==> src/rtl/tea_decrypt.sv <==
// ---------------------------------------------------------------------------
// tea_decrypt
//   Iterative TEA decryption core (32 rounds, delta 32'h9E3779B9).
//   A ciphertext block and its 128-bit key are captured on an in_valid/in_ready
//   handshake. The rounds then run in reverse, one per clock. The plaintext is
//   presented on a held out_valid/out_ready output.
//
//   Build option: TEA_DEC_UNROLL2_EN
//     defined   : two rounds chained per clock, 16 clocks of RUN
//     undefined : one round per clock, 32 clocks of RUN
//   Both builds produce bit-identical results.
//
// Ports
//   clk               in   1   system clock, rising edge
//   reset_n           in   1   asynchronous active-low reset
//   in_valid          in   1   ciphertext/key present
//   in_ready          out  1   core can accept a block (IDLE only)
//   v1, v2            in   32  ciphertext words 0/1
//   key1..key4        in   32  key words k0..k3
//   out_valid         out  1   plaintext valid, held until accepted
//   out_ready         in   1   downstream accepts plaintext
//   v1_out, v2_out    out  32  plaintext words 0/1 (keep last value after transfer)
//   busy              out  1   high in RUN or DONE
// ---------------------------------------------------------------------------
module tea_decrypt (
    input  logic        clk,
    input  logic        reset_n,
    input  logic        in_valid,
    output logic        in_ready,
    input  logic [31:0] v1,
    input  logic [31:0] v2,
    input  logic [31:0] key1,
    input  logic [31:0] key2,
    input  logic [31:0] key3,
    input  logic [31:0] key4,
    output logic        out_valid,
    input  logic        out_ready,
    output logic [31:0] v1_out,
    output logic [31:0] v2_out,
    output logic        busy
);

    localparam logic [31:0] DELTA    = 32'h9E3779B9;
    localparam logic [31:0] SUM_INIT = 32'hC6EF3720;  // delta*32 mod 2^32

`ifdef TEA_DEC_UNROLL2_EN
    localparam logic [4:0]  CNT_STEP = 5'd2;
    localparam logic [4:0]  CNT_LAST = 5'd30;          // rounds 30 and 31 in the final clock
    localparam logic [31:0] SUM_STEP = 32'h3C6EF372;   // 2*delta mod 2^32
`else
    localparam logic [4:0]  CNT_STEP = 5'd1;
    localparam logic [4:0]  CNT_LAST = 5'd31;
    localparam logic [31:0] SUM_STEP = DELTA;
`endif

    typedef enum logic [1:0] {IDLE, RUN, DONE} state_t;

    state_t      state_q, state_d;
    logic [31:0] y_q, y_d, z_q, z_d, sum_q, sum_d;
    logic [4:0]  cnt_q, cnt_d;
    logic [31:0] k0_q, k0_d, k1_q, k1_d, k2_q, k2_d, k3_q, k3_d;
    logic [31:0] v1_out_q, v1_out_d, v2_out_q, v2_out_d;

    // One inverse round; z is updated first and the new z feeds the y update.
    function automatic logic [63:0] dec_round(
        input logic [31:0] y, input logic [31:0] z, input logic [31:0] sum,
        input logic [31:0] k0, input logic [31:0] k1,
        input logic [31:0] k2, input logic [31:0] k3);
        logic [31:0] zn, yn;
        zn = z - (((y << 4) + k2) ^ (y + sum) ^ ((y >> 5) + k3));
        yn = y - (((zn << 4) + k0) ^ (zn + sum) ^ ((zn >> 5) + k1));
        return {yn, zn};
    endfunction

    logic [63:0] step_yz;

`ifdef TEA_DEC_UNROLL2_EN
    logic [63:0] first_yz;
    assign first_yz = dec_round(y_q, z_q, sum_q, k0_q, k1_q, k2_q, k3_q);
    assign step_yz  = dec_round(first_yz[63:32], first_yz[31:0], sum_q - DELTA,
                                k0_q, k1_q, k2_q, k3_q);
`else
    assign step_yz  = dec_round(y_q, z_q, sum_q, k0_q, k1_q, k2_q, k3_q);
`endif

    always_comb begin
        state_d  = state_q;
        y_d      = y_q;
        z_d      = z_q;
        sum_d    = sum_q;
        cnt_d    = cnt_q;
        k0_d     = k0_q;
        k1_d     = k1_q;
        k2_d     = k2_q;
        k3_d     = k3_q;
        v1_out_d = v1_out_q;
        v2_out_d = v2_out_q;
        case (state_q)
            IDLE: begin
                if (in_valid) begin
                    y_d     = v1;
                    z_d     = v2;
                    k0_d    = key1;
                    k1_d    = key2;
                    k2_d    = key3;
                    k3_d    = key4;
                    sum_d   = SUM_INIT;
                    cnt_d   = 5'd0;
                    state_d = RUN;
                end
            end
            RUN: begin
                y_d   = step_yz[63:32];
                z_d   = step_yz[31:0];
                sum_d = sum_q - SUM_STEP;
                cnt_d = cnt_q + CNT_STEP;
                if (cnt_q == CNT_LAST) begin
                    // Result goes into dedicated output registers so it
                    // survives the next capture overwriting y/z.
                    v1_out_d = step_yz[63:32];
                    v2_out_d = step_yz[31:0];
                    state_d  = DONE;
                end
            end
            DONE: begin
                if (out_ready) begin
                    state_d = IDLE;
                end
            end
            default: state_d = IDLE;
        endcase
    end

    always_ff @(posedge clk or negedge reset_n) begin
        if (!reset_n) begin
            state_q  <= IDLE;
            y_q      <= '0;
            z_q      <= '0;
            sum_q    <= '0;
            cnt_q    <= '0;
            k0_q     <= '0;
            k1_q     <= '0;
            k2_q     <= '0;
            k3_q     <= '0;
            v1_out_q <= '0;
            v2_out_q <= '0;
        end else begin
            state_q  <= state_d;
            y_q      <= y_d;
            z_q      <= z_d;
            sum_q    <= sum_d;
            cnt_q    <= cnt_d;
            k0_q     <= k0_d;
            k1_q     <= k1_d;
            k2_q     <= k2_d;
            k3_q     <= k3_d;
            v1_out_q <= v1_out_d;
            v2_out_q <= v2_out_d;
        end
    end

    // All handshake outputs decode from state only.
    assign in_ready  = (state_q == IDLE);
    assign busy      = (state_q != IDLE);
    assign out_valid = (state_q == DONE);
    assign v1_out    = v1_out_q;
    assign v2_out    = v2_out_q;

    // Having undone every delta step, the running sum must be back at zero.
    sum_zero_at_done: assert property (
        @(posedge clk) disable iff (!reset_n) (state_q == DONE) |-> (sum_q == 32'd0));

endmodule

==> config.mk <==
export PLATFORM = sky130hd
export DESIGN_NAME = tea_decrypt
export DESIGN_NICKNAME = d
export VERILOG_FILES = /design/src/rtl/tea_decrypt.sv
export SDC_FILE = /design/constraint.sdc
export NUM_CORES = 1
export LEC_CHECK = 0
export ABC_CLOCK_PERIOD_IN_PS = 13100
export CAP_MARGIN = 20
export CORE_MARGIN = 3
export CORE_UTILIZATION = 55
export CTS_BUF_LIST = sky130_fd_sc_hd__clkbuf_4 sky130_fd_sc_hd__clkbuf_8 sky130_fd_sc_hd__clkbuf_16
export DETAILED_ROUTE_END_ITERATION = 12
export GPL_TIMING_DRIVEN = 1
export HOLD_SLACK_MARGIN = 0.03
export PLACE_DENSITY = 0.78
export SETUP_SLACK_MARGIN = 0.4
export SYNTH_ARGS = -nofsm -noshare
export SYNTH_HDL_FRONTEND = slang
export SYNTH_SLANG_ARGS = --single-unit
==> constraint.sdc <==
create_clock -name clk -period 13.1 [get_ports clk]
set_input_delay 1.965 -clock clk [delete_from_list [all_inputs] [get_ports clk]]
set_output_delay 1.965 -clock clk [all_outputs]
set_load 0.005 [all_outputs]
==> results of run 1 <==
[critical path: cells and delay by family, from the launching register on]
| kind | cells | cell delay, ns |
|---|---|---|
| buf+inv | 1 | 0.29 |
| compound gates | 16 | 3.58 |
| xor+xnor | 9 | 2.16 |
| simple gates | 11 | 1.63 |
| flops | 1 | 0.43 |
| fa+ha+maj | 5 | 1.85 |
[cell usage after synthesis (all sizes together), types with 12 or more instances]
cell and instances:
nand2 560, dfrtp 295, xnor2 282, o21ai 247, ha 243, a21oi 180
a21o 128, inv 95, nor2 94, xor2 73, clkbuf 68, a22oi 61
nand3 37, nor3 30, nand2b 29, o21bai 26, a211oi 25, a31oi 25
o21a 24, nor2b 22, and3 19, nand4 16, and2 15, o31ai 15
a211o 12
[kinds of logic (layout without fill, tap and decap cells)]
group                      after synthesis  in the layout
adders and majority gates              251            251
DFF                                    295            295
xor gates and xnor gates               358            358
buffers and inverters                  174            433
muxes                                    9              9
AOI/OAI and AO/OA                      839            839
and+or+nand+nor                        860            860
[path summary, 6_finish.rpt]
path                                  from         end  slack [ns]
worst max-delay path                y_q[0]     y_q[31]        3.03
worst min-delay path            v1_out[18]  v1_out[18]        0.48
worst max register to register      y_q[0]     y_q[31]        3.03
worst min register to register  v1_out[18]  v1_out[18]        0.48
max in group asynchronous          reset_n     z_q[20]        9.48
min in group asynchronous          reset_n     k2_q[9]        1.37
[state kept, by name, indices dropped and copies added, names as in the netlist]
register,cells
k0_q,32
k1_q,32
k2_q,32
k3_q,32
sum_q,32
v1_out,32
v2_out,32
y_q,32
z_q,32
cnt_q,5
state_q,2
[final cells by class]
class	instances	area (um^2)
Clock buffer	42	988
Clock inverter	21	249
Fill cell	3519	14200
Inverter	95	357
Multi-Input combinational cell	2317	15700
Sequential cell	295	7380
Tap cell	539	674
Timing Repair Buffer	275	2750
[layer usage]
metal	up-vias	wire, um
li1	10300	-
met1	10600	34600
met2	923	34000
met3	152	6890
met4	0	2300
met5	-	0
[metrics by stage]
step | hold slack (ns) | util [%] | worst slack [ns]
floorplan | 0.449 | - | 4.73
finish | 0.480 | 66.5 | 3.03
global route | 0.505 | 66.5 | 2.44
detailed placement | 0.468 | 63.5 | 3.35
global placement | 0.463 | 63.5 | 3.32
CTS | 0.485 | 66.4 | 3.30
==> impl_results.md, run 1 <==
- Status: finished clean
- WL/cell: approximately 22 um
- Die ar.: 45,700 um^2
- Synthesized instance count: ~2,800
- Final Net Count: around 3,500
- ANT nets after route: 0
- Max incr delay on CP: 0.49 ns
- Crit Path Max Fanout: 5
- Main synth FF type: dfrtp_1
- Worst Clk Skew: 0.0177 ns
- Post-Synth Simple-Gate Area: 15.7%
- DRT Wirelength: a little under 80 mm
- Slew Limit Fails: 0
- Kind of critical path: reg -> reg
- Final Hold Fails: 0
- Worst Hold Depth: 2
- Synth unique cells: 90
- Final setup viols: 0
- Cells resized by post-CTS repair: 0
- Largest net degree at the start of global routing: slightly above 90
- Worst-margin pin slew: between 0.9 and 1 ns
- Post-DP HPWL: approximately 60 mm
- Slowest CP cell: a311oi_2
- Hold_buf cts: 0
- Num ports: roughly 260
- Synth Area in Adders: a little over an eighth
- Cell mode on critical path: xnor2_1
- Synthesized area: 23,700 um^2
- Maxcap violations: 0
- Die Ht: between 200 and 250 um
- N_diodes: 0
- Hold crit path type: reg -> reg
- Vias: 22,000
- Setup TNS: 0 ns
- First-pass DRT Iterations: 6
- Main combinational cell family by area after synthesis: compound AO/OA/AOI/OAI gates
- All-Layer GR Usage: 33.8%
- DRC errors left: 0
- CTS Root Buffer Type: clkbuf_16
- Met3 GRT Util: 6.48%
- Req. time, crit path: roughly 14 ns
- CP Capture Type: flip-flop
- Vias/cell: a little over 6
- GR peak layer: met2
- Die X: approximately 210 um
- CTS Buffer Depth: 3
- Crit start category: flip-flop
- M2 GR Usage: between 50% and 60%
- EDFF count, synth: 0
- PortBufs: around 260
- Post-CTS Setup Bufs: 0
- Row count: 75
- Total gr overflow: 0
- F_max: just under 100 MHz
- Core area: 42,200 um^2
- Dpl cells: around 3,500
- Clock slew at the register clock pins of the worst setup and hold paths: approximately 0.07 ns
- Post-Syn Area per Cell: 8.51 um^2
- GR met1 Demand/Resource: between 40% and 50%
- Num CTS Buffers: 36
- Final instance area: between 20,000 and 30,000 um^2
- H-tree depth: 2
- Number of synthesized register bits: between 200 and 300
- Area Overhead vs Synth: 18.3%
- Yosys warns: 0
- Most frequent cells in the layout: nand2_1, dfrtp_1, xnor2_1
- Final GP Congestion: 0.990
- Tmin final: around 10 ns
- Commonest non-fill, non-tap cell in the layout: nand2_1
- CTS Sinks: between 200 and 300
- Post-synthesis mux area share: less than 1%
- CTS tree: built
- Share of cells above drive strength 1: roughly 4.4%
- Worst-Skew Late Latency: around 0.56 ns
- R2R cell count: between 40 and 50
- Mapped Nets: 3,233
- First-pass GRT wire length: around 120 mm
- Xor-xnor portion of the synthesized cell area: between 10% and 20%
- Synth top area share: between 30% and 40%
- Critical path arrival: between 10 and 15 ns
- Non-Filler Instances: ~3,600
- RSZ-0062 raised after global routing: false
- Initial antenna violation count: 0
- Fin crit share: just under 80%
- Post-synth top area cell: dfrtp_1
- Vias in the first global route: 21,700
- Compound-Gate Fraction of Synth Area: a little under a quarter
- Top area cells in the synthesized netlist: dfrtp_1, ha_1, xnor2_1, nand2_1, o21ai_0
- Initial Util: a little under three fifths
- Dpl cell area: 26,800 um^2
- Max_slew headroom: between 30% and 40%
- Post-synthesis sequential area ratio: 31.1%
- FFs w/ async S/R, synth: between 90% and 100%
- First DRT Iteration DRCs: between 2,000 and 2,500
Power of run 1 is left out: the tool's default activity adds up to more than one toggle a clock period on the data nets, which glitch-free logic cannot reach.
==> inputs of run 2 (changes only) <==
- ABC_CLOCK_PERIOD_IN_PS: 13100 -> 10500
- clock period: 13.1 -> 10.5 ns (I/O delays scaled with it)
==> impl_results.md, run 2 (synthesis gave the netlist of run 1 again) <==
- Status: finished clean (unchanged)
- Hold_buf cts: 0 (unchanged)
- Fin crit share: 92.7% (was 76.9%)
- RSZ-0062 raised after global routing: false (unchanged)
- Max_slew headroom: 32.3% (was 33.9%)
- Hold crit path type: reg -> reg (unchanged)
- Final Net Count: 3,471 (was 3,467)
- Final GP Congestion: 1.01 (was 0.990)
- DRC errors left: 0 (unchanged)
- First DRT Iteration DRCs: 2,361 (was 2,277)
- Max incr delay on CP: 0.44 ns (was 0.49 ns)
- ANT nets after route: 0 (unchanged)
- Maxcap violations: 0 (unchanged)
- Commonest non-fill, non-tap cell in the layout: nand2_1 (unchanged)
- Row count: 75 (unchanged)
- Num CTS Buffers: 35 (was 36)
- CP Capture Type: flip-flop (unchanged)
- CTS Buffer Depth: 3 (unchanged)
- DRT Wirelength: 78.1 mm (was 77.7 mm)
- Final Hold Fails: 0 (unchanged)
- WL/cell: 21.8 um (was 21.7 um)
- All-Layer GR Usage: 33.7% (was 33.8%)
- Setup TNS: 0 ns (unchanged)
- Die ar.: 45,700 um^2 (unchanged)
- Vias/cell: 6.12 (was 6.14)
- First-pass DRT Iterations: 6 (unchanged)
- Tmin final: 9.73 ns (was 10.07 ns)
- Die Ht: 214 um (unchanged)
- First-pass GRT wire length: 119 mm (was 120 mm)
- Slowest CP cell: dfrtp_1 (was a311oi_2)
- Most frequent cells in the layout: nand2_1, dfrtp_1, xnor2_1 (unchanged)
- Num ports: 263 (unchanged)
- Multi-input gate area: 15,800 um^2 (was 15,700 um^2)
- Cell mode on critical path: a21o_1 (was xnor2_1)
- Vias: 21,900 (was 22,000)
- Area Overhead vs Synth: 18.8% (was 18.3%)
- Total gr overflow: 0 (unchanged)
- Initial antenna violation count: 0 (unchanged)
- CTS Sinks: 295 (unchanged)
- Final worst slack: 0.767 ns (was 3.03 ns)
- Largest net degree at the start of global routing: 109 (was 93)
- Number of fill cells in the layout: 3,451 (was 3,519)
- Slew Limit Fails: 0 (unchanged)
- Core area: 42,200 um^2 (unchanged)
- Die X: 214 um (unchanged)
- CTS tree: built (unchanged)
- Initial Util: 56.2% (unchanged)
- CTS Root Buffer Type: clkbuf_16 (unchanged)
- Kind of critical path: reg -> reg (unchanged)
- Vias in the first global route: 21,400 (was 21,700)
- Post-DP HPWL: 60.8 mm (was 60.2 mm)
- Req. time, crit path: 10.89 ns (was 13.51 ns)
- Fin Hold WS: 0.475 ns (was 0.480 ns)
- Crit Path Max Fanout: 6 (was 5)
- Reg area: 7380 um^2 (unchanged)
- Final setup viols: 0 (unchanged)
- Share of cells above drive strength 1: 5.12% (was 4.40%)
- F_max: 103 MHz (was 99.3 MHz)
- Worst-margin pin slew: 1.01 ns (was 0.992 ns)
- Critical path arrival: 10.12 ns (was 10.48 ns)
- Worst-Skew Late Latency: 0.55 ns (was 0.56 ns)
- PortBufs: 262 (unchanged)
- N_diodes: 0 (unchanged)
- Crit start category: flip-flop (unchanged)
- Worst Clk Skew: 0.0250 ns (was 0.0177 ns)
- H-tree depth: 2 (unchanged)
- Pre-CTS WS: 0.696 ns (was 3.35 ns)
- Clock slew at the register clock pins of the worst setup and hold paths: 0.06 ns (was 0.07 ns)
## run 2: cell count changes in the layout (fill, tap and decap cells not counted), moves of 3 or more
cell and delta:
clkbuf_4 +7, buf_4 +6, xnor2_1 -5, xnor2_2 +5
clkinv_4 -4, o21ai_0 -3, o21ai_1 +3
## run 2: what timing repair did
action / in CTS / in global routing
setup buffers: 0 / 2
resized for setup: 0 / 22
setup endpoints to repair: 0 / 12
## run 2: metrics by stage
step / utilization, % / instance area, um^2 / std cells
after CTS: 66.4 / 28100 / 3586
after global placement: 63.5 / 26800 / 3524
after detailed placement: 63.5 / 26800 / 3524
final: 66.7 / 28200 / 3588
after global routing: 66.7 / 28200 / 3588
after floorplan: - / 23700 / 2786
## run 2: worst paths after layout
check                      startpoint  cells after the start          to  slack [ns]
setup / recovery             sum_q[0]                     44     y_q[28]        0.77
hold / removal             v1_out[16]                      2  v1_out[16]        0.48
setup reg to reg             sum_q[0]                     44     y_q[28]        0.77
hold reg to reg            v1_out[16]                      2  v1_out[16]        0.48
max in group asynchronous     reset_n                      3     k1_q[8]        7.20
min in group asynchronous     reset_n                      1     k2_q[1]        1.02
## run 2: worst max-delay path: cells and delay by family, from the launching register on
| kind | cells | cell delay, ns |
|---|---|---|
| XOR/XNOR | 7 | 1.35 |
| AO/OA/AOI/OAI | 22 | 4.42 |
| flip-flops | 1 | 0.44 |
| adder cells (fa/ha/maj) | 5 | 1.68 |
| AND/OR/NAND/NOR | 9 | 1.46 |
| buffers and inverters | 1 | 0.22 |
## run 2: per-layer routing
metal  part of all wire, %  routed length (um)  vias to the layer above  track usage [%]
li1                      -                   -                    10300                -
met1                    44               34400                    10500             48.1
met2                    44               34300                      954             52.5
met3                   9.0                7000                      161             6.16
met4                   3.1                2420                        0             10.1
met5                     0                   0                        -                0
## run 2: layout make-up
| class | instances | area share, % |
|---|---|---|
| Clock buffer | 49 | 3.69 |
| Clock inverter | 13 | 0.631 |
| Inverter | 95 | 1.27 |
| Multi-Input combinational cell | 2317 | 56.0 |
| Sequential cell | 295 | 26.2 |
| Tap cell | 539 | 2.39 |
| Timing Repair Buffer | 280 | 9.81 |
Power of run 2 is left out for the same reason.
